===== config.mk =====
export PLATFORM = sky130hd
export DESIGN_NAME = divider_unit
export DESIGN_NICKNAME = d
export VERILOG_FILES = /design/src/rtl/divider_unit.sv
export SDC_FILE = /design/constraint.sdc
export NUM_CORES = 1
export LEC_CHECK = 0
export ABC_AREA = 1
export BUFFER_PORTS_ARGS = -buffer_cell sky130_fd_sc_hd__buf_2
export CAP_MARGIN = 5
export CORE_AREA = 2 2 141 178
export CTS_CLUSTER_SIZE = 16
export DETAILED_ROUTE_END_ITERATION = 12
export DIE_AREA = 0 0 143 180
export PLACE_DENSITY = 0.73
export SYNTH_ARGS = -nofsm -noshare
export SYNTH_HDL_FRONTEND = slang
export SYNTH_SLANG_ARGS = --single-unit

===== constraint.sdc =====
create_clock -name clk -period 5.4 [get_ports clk]
set_clock_uncertainty 0.2 [all_clocks]
set_input_delay 1.08 -clock clk [delete_from_list [all_inputs] [get_ports clk]]
set_output_delay 1.08 -clock clk [all_outputs]
set_load 0.01 [all_outputs]

===== src/rtl/divider_unit.sv =====
// divider_unit -- iterative RV32M divide unit (DIV, DIVU, REM, REMU).
//
// One quotient bit per cycle using a restoring shift/subtract loop on
// operand magnitudes. The signs are applied only when the result is loaded.
//
// Ports:
//   clk      in   core clock, rising edge
//   rst      in   synchronous active-high reset
//   Start    in   request, sampled only while idle
//   DivOp    in   00 DIV, 01 DIVU, 10 REM, 11 REMU
//   Operand1 in   dividend (rs1)
//   Operand2 in   divisor  (rs2)
//   Flush    in   abort any in-flight operation
//   Busy     out  operation in flight (state != IDLE)
//   Done     out  one-cycle pulse, Result valid
//   Result   out  quotient or remainder, held until the next completion
module divider_unit (
    input  logic        clk,
    input  logic        rst,
    input  logic        Start,
    input  logic [1:0]  DivOp,
    input  logic [31:0] Operand1,
    input  logic [31:0] Operand2,
    input  logic        Flush,
    output logic        Busy,
    output logic        Done,
    output logic [31:0] Result
);

    typedef enum logic [1:0] {IDLE, CALC, FIX} state_t;

    state_t      state, state_next;

    logic        op_signed;   // DIV / REM
    logic        op_rem;      // REM / REMU
    logic        neg1;        // dividend negative (signed ops only)
    logic        neg2;        // divisor negative (signed ops only)
    logic        special;     // divide-by-zero or signed overflow
    logic [5:0]  cnt;
    logic [31:0] quo;         // dividend bits shift out, quotient bits shift in
    logic [32:0] rem;         // partial remainder
    logic [31:0] dvsr;        // divisor magnitude

    // Decode of the incoming request.
    logic        in_signed;
    logic        in_neg1, in_neg2;
    logic [31:0] in_mag1, in_mag2;
    logic        in_div0, in_ovf;

    assign in_signed = ~DivOp[0];
    assign in_neg1   = in_signed & Operand1[31];
    assign in_neg2   = in_signed & Operand2[31];
    assign in_mag1   = in_neg1 ? (32'd0 - Operand1) : Operand1;
    assign in_mag2   = in_neg2 ? (32'd0 - Operand2) : Operand2;
    assign in_div0   = (Operand2 == 32'd0);
    assign in_ovf    = in_signed & (Operand1 == 32'h8000_0000) & (Operand2 == 32'hFFFF_FFFF);

    // One restoring step: shift in the next dividend bit and trial-subtract.
    // The extra top bit of the difference is the borrow.
    logic [33:0] trial;
    logic        fits;

    assign trial = {rem, quo[31]} - {2'b00, dvsr};
    assign fits  = ~trial[33];

    // Sign fix-up. Special cases already hold their final raw values.
    logic [31:0] q_fix, r_fix, fix_val;

    assign q_fix   = (op_signed & (neg1 ^ neg2) & ~special) ? (32'd0 - quo) : quo;
    assign r_fix   = (op_signed & neg1 & ~special) ? (32'd0 - rem[31:0]) : rem[31:0];
    assign fix_val = op_rem ? r_fix : q_fix;

    assign Busy = (state != IDLE);

    always_comb begin
        state_next = state;
        case (state)
            IDLE: if (Start) state_next = (in_div0 | in_ovf) ? FIX : CALC;
            CALC: if (cnt == 6'd31) state_next = FIX;
            FIX:  state_next = IDLE;
            default: state_next = IDLE;
        endcase
        if (Flush) state_next = IDLE;
    end

    always_ff @(posedge clk) begin
        if (rst) begin
            state     <= IDLE;
            op_signed <= 1'b0;
            op_rem    <= 1'b0;
            neg1      <= 1'b0;
            neg2      <= 1'b0;
            special   <= 1'b0;
            cnt       <= 6'd0;
            quo       <= 32'd0;
            rem       <= 33'd0;
            dvsr      <= 32'd0;
            Done      <= 1'b0;
            Result    <= 32'd0;
        end else begin
            state <= state_next;
            Done  <= 1'b0;
            case (state)
                IDLE: begin
                    if (Start && !Flush) begin
                        op_signed <= in_signed;
                        op_rem    <= DivOp[1];
                        neg1      <= in_neg1;
                        neg2      <= in_neg2;
                        special   <= in_div0 | in_ovf;
                        cnt       <= 6'd0;
                        dvsr      <= in_mag2;
                        if (in_div0) begin
                            // quotient all ones, remainder is the raw dividend
                            quo <= 32'hFFFF_FFFF;
                            rem <= {1'b0, Operand1};
                        end else if (in_ovf) begin
                            quo <= 32'h8000_0000;
                            rem <= 33'd0;
                        end else begin
                            quo <= in_mag1;
                            rem <= 33'd0;
                        end
                    end
                end
                CALC: begin
                    if (!Flush) begin
                        rem <= fits ? trial[32:0] : {rem[31:0], quo[31]};
                        quo <= {quo[30:0], fits};
                        cnt <= cnt + 6'd1;
                    end
                end
                FIX: begin
                    if (!Flush) begin
                        Result <= fix_val;
                        Done   <= 1'b1;
                    end
                end
                default: ;
            endcase
        end
    end

endmodule


## Word level (Yosys, flattened, before mapping)

Cells that the tools add are included.

| storage, ports and cells | value |
|---|---|
| flip-flop bits (word level) | 143 |
| input port bits | 70 |
| output and inout port bits | 34 |

| cells by class | value |
|---|---|
| add/subtract/negate cells | 6 |
| equality and inequality tests | 9 |
| mux-type cells | 23 |
| bitwise operators | 15 |
| reduce and logical (&&, ||, !) cells | 12 |

Operators by type and width:

| operator | number |
|---|---|
| $mux W32 | 10 |
| $sub A1 B32 Y32 const A | 4 |
| $mux W33 | 3 |
| $pmux W33 S2 | 1 |
| $eq A32 B32 Y1 const B | 2 |
| $pmux W32 S2 | 1 |
| $sub A34 B32 Y34 | 1 |
| $logic_not A32 Y1 | 1 |
| $mux W6 | 2 |
| $pmux W6 S2 | 1 |
| $and A1 B1 Y1 | 8 |
| $ne A2 B2 Y1 const B | 4 |
| $add A6 B1 Y6 const B | 1 |
| $eq A6 B5 Y1 const B | 1 |
| $mux W2 | 3 |
| $reduce_and A2 Y1 | 3 |
| $not A1 Y1 | 5 |
| $pmux W2 S2 | 1 |
| $reduce_bool A2 Y1 | 2 |
| $reduce_or A2 Y1 | 2 |
| $reduce_and A3 Y1 | 1 |
| $eq A2 B1 Y1 const B | 1 |
| $eq A2 B2 Y1 const B | 1 |
| $logic_not A2 Y1 | 1 |
| 5 further kinds | 5 |

## Logic depth before layout (Yosys ltp)

| depth | value |
|---|---|
| depth after elaboration | 7 |
| gate-level depth with buffers | 18 |
| gate-level depth less buffers | 18 |

## Worst setup path after synthesis

Ideal clock, no wire load.

| timing path | value |
|---|---|
| path kind | input to register |
| start point | input Operand1[1] |
| end point | register quo[17] |
| data arrival time | 2491 ps |
| required time | 5089 ps |
| setup slack | 2598 ps |
| cell stages on the path | 14 |
| buffers on the path | 1 |
| cells stage by stage | inv_1 ha_1 nand2_1 nor2_1 nand3_1 nor2_4 nand3_1 nor3_1 nand2_1 buf_2 o211ai_1 nand3_1 nand3_1 inv_1 |

| on the way | value |
|---|---|
| longest elaborated chain between the ends | 7 |
| elaborated cells on any way between the ends | 9 |

Ends and longest elaborated chain:

| element | RTL line | RTL |
|---|---|---|
| from (decl) | 22 | `input logic [31:0] Operand1,` |
| branches (longest 3 deep; another with $sub A1 B32 Y32) | -- |  |
| $mux W32 * | 117 | `end else if (in_ovf) begin` |
| $mux W32 * | 113 | `if (in_div0) begin` |
| $mux W32 * | 105 | `if (Start && !Flush) begin` |
| $pmux W32 S2 * | 103 | `case (state)` |
| to (signal assigned) | 121 | `quo <= in_mag1;` |
| to (signal assigned) | 129 | `quo <= {quo[30:0], fits};` |
| to (decl) | 40 | `logic [31:0] quo;` |

Every way passes the cells marked *. The select of a mux whose other input is x is not followed.
A chain may end at the register's enable or synchronous reset.

## Final worst setup path

| timing path | value |
|---|---|
| start point | register op_signed |
| end point | register Result[29] |

| on the way | value |
|---|---|
| longest elaborated chain between the ends | 4 |
| elaborated cells on any way between the ends | 7 |

Ends and longest elaborated chain:

| element | RTL line | RTL |
|---|---|---|
| from (decl) | 34 | `logic op_signed;` |
| from (signal assigned) | 106 | `op_signed <= in_signed;` |
| $and A1 B1 Y1, on equally long branches (2 in series) | 69, 70 |  |
| $mux W32, on equally long branches | 69, 70 |  |
| $mux W32 * | 71 | `assign fix_val = op_rem ? r_fix : q_fix;` |
| to (signal assigned) | 135 | `Result <= fix_val;` |
| to (decl) | 27 | `output logic [31:0] Result` |

Mark *: on every way between the ends. The rest lies on a longest branch, timed or not.

==> impl_results.md <==
- Post-synthesis compound-gate area fraction: 17.5%
- Total congestion overflow: 0
- Final Cycle Share: 62.9%
- Slew HR: 32.9%
- Most frequent cells in the layout: nand2_1 (562), inv_1 (372), nand3_1 (260)
- Die Y-Extent: 180 um
- Maximum vdd ir drop: 0.238 mV
- Largest family of logic cells by synthesized area: simple AND/OR/NAND/NOR gates
- RSZ-0062 raised after global routing: no
- Commonest non-fill, non-tap cell in the layout: nand2_1
- Buffers added on ports: around 100
- Area Growth Syn to Fin: 9.82%
- Antenna Cells: 0
- CTS HTree Levels: 4
- Clk sinks: around 140
- Post-DP HPWL: 39500 um
- Starting Density: 54.3%
- Fin. max-slew vios: 0
- DR iter-0 viols: 1323
- Vias in the first global route: 14100
- Drt drc: 0
- Post-DP Area: 13700 um^2
- Post-synthesis mux area share: 0%
- Xor/xnor cell area share of the yosys netlist: around 3.5%
- Dpl cells: roughly 2600
- CTS tree: built
- Worst Max-Slew Pin Slew: slightly above 1 ns
- Max Fanout on Critical Path: 32
- CTS Buffer Depth: 2
- Sequential share of the synthesized area: between 20% and 30%
- All-Layer GR Usage: 39.1%
- Via Count: 15300
- Clock-pin slew on the worst setup and hold paths: 0.07 ns
- Die area: 25700 um^2
- WL per Instance: 18.9 um
- Post-CTS setup buffer count: 0
- Hold WC Path Type: register to register
- Synth warn: 0
- I/O Pins: 104
- RePlAce Congestion: 1.05
- Post-synth EDFFs: 0
- Cell count after synthesis: 2284
- Post-route ant nets: 0
- Leakage: 7.34 nW
- Post-Syn Area: 13100 um^2
- CTS buffer count: 17
- Fill count: 2499
- Max-cap violations: 0
- Setup TNS: 0 ns
- CP endpoint kind: register
- Clock latency on the worst-skew pair: 0.45 ns
- Die width: roughly 140 um
- Fin crit period: 3.39 ns
- Final hold violation count: 0
- CTS resizes: 0
- Synth Flop Type: dfxtp_1
- Pwr dens: 285 nW/um^2
- Syn_area_per_cell: roughly 5.7 um^2
- Initial antenna violation count: 1
- CP Data Required Time: 5.54 ns
- Drt pass-1 iters: 7
- Site row count: 64
- Cell variety after synth: 53
- Critical path class: register to register
- Largest net degree at the start of global routing: between 90 and 100
- Core area: about 24000 um^2
- Finished Layout Cells: roughly 2700
- First-pass GRT wire length: 77800 um
- Via density: roughly 5.7
- Hold-fix buffers, CTS: 0
- Synth Area in Adders: 3.79%
- Final wirelength: 50500 um
- Root Driver: clkbuf_16
- CP arrival: 3.54 ns
- # setup viols final: 0
- CP Launch Type: register
- Proportion of layout cells with a drive suffix above 1: 9.00%
- Post-Synth Simple-Gate Area: 39.4%
- Net count after synthesis: between 2000 and 2500
- Nets: 2442
- Final Cell Area: 14400 um^2
- Async SR Flop Fraction: 0%
- FF+latch count, synth: around 140
- Peak Freq: 0.295 GHz
- Status: finished clean
==> worst max-delay path: stages, from the launching register on <==
cell and delay, ns:
dfxtp_1 0.34, inv_1 0.05, nor2_1 0.28, nand2_1 0.53, inv_1 0.94, nand2_1 0.37, o21ai_0 0.16, nand2_1 0.07
nand3_1 0.10, nand3_1 0.10, nand2_1 0.09, inv_1 0.03
==> cell usage after synthesis (14+ instances only) <==
cell      number  share of area, %
o21ai_0      145               5.5
inv_1        372                11
clkbuf_1      48               1.4
dfxtp_1      143                22
ha_1          38               3.6
nor3_1        35               1.3
nand2_1      562                16
nand3_1      260               9.9
nor2_1       197               5.6
o21a_1        14              0.80
o211ai_1      23               1.3
a21oi_1      182               7.0
buf_2         17              0.65
xor2_1        39               2.6
nand4_1       45               2.2
==> per-layer routing <==
layer	up-vias	global-route usage (%)	share of wire [%]
met2	683	63.7	46
met4	0	28.4	8.7
met3	168	5.27	6.6
met5	-	0	0
li1	7493	-	-
met1	6920	46.5	38
==> sequential cells by signal (all words and copies together) (netlist names) <==
signal,flops
Done,1
Result,32
cnt,6
dvsr,32
neg1,1
neg2,1
op_rem,1
op_signed,1
quo,32
rem,33
special,1
state,2
==> kinds of logic after synthesis <==
group	Yosys count
simple gates	1166
buf+inv	471
compound gates	413
flops	143
xor+xnor	52
fa+ha+maj	39
==> area by class of cell <==
cell class | instances | area [um^2] | area share, %
inverters | 388 | 1460 | 10.1
clock inverters | 12 | 183 | 1.27
flip-flops and latches | 143 | 2860 | 19.9
repair buffers | 113 | 591 | 4.11
multi-input cells | 1670 | 8420 | 58.6
well taps | 330 | 413 | 2.87
clock buffers | 19 | 453 | 3.15
==> stage by stage <==
step           power (mW)  worst slack (ns)  util [%]  hold WS [ns]
5_1_grt              4.33              1.81      59.6         0.289
4_1_cts              4.07              2.11      59.6         0.270
3_3_place_gp         2.76              1.73      57.0         0.257
2_1_floorplan        2.33              2.60         -         0.245
6_report             4.10              2.01      59.6         0.277
3_5_place_dp         2.78              1.72      57.0         0.261
==> report_power, final <==
| part | switching, mW | internal, mW |
|---|---|---|
| registers | 0.0871 | 1.12 |
| clock network | 0.510 | 0.798 |
| logic | 1.10 | 0.486 |
==> worst paths after layout <==
kind	startpoint	slack (ns)	depth (start not counted)	end
worst min-delay path	quo[6]	0.28	2	quo[6]
worst max register to register	op_signed	2.01	11	Result[29]
worst min register to register	quo[6]	0.28	2	quo[6]
worst max-delay path	op_signed	2.01	11	Result[29]
Power figures use the tool's default switching activity.
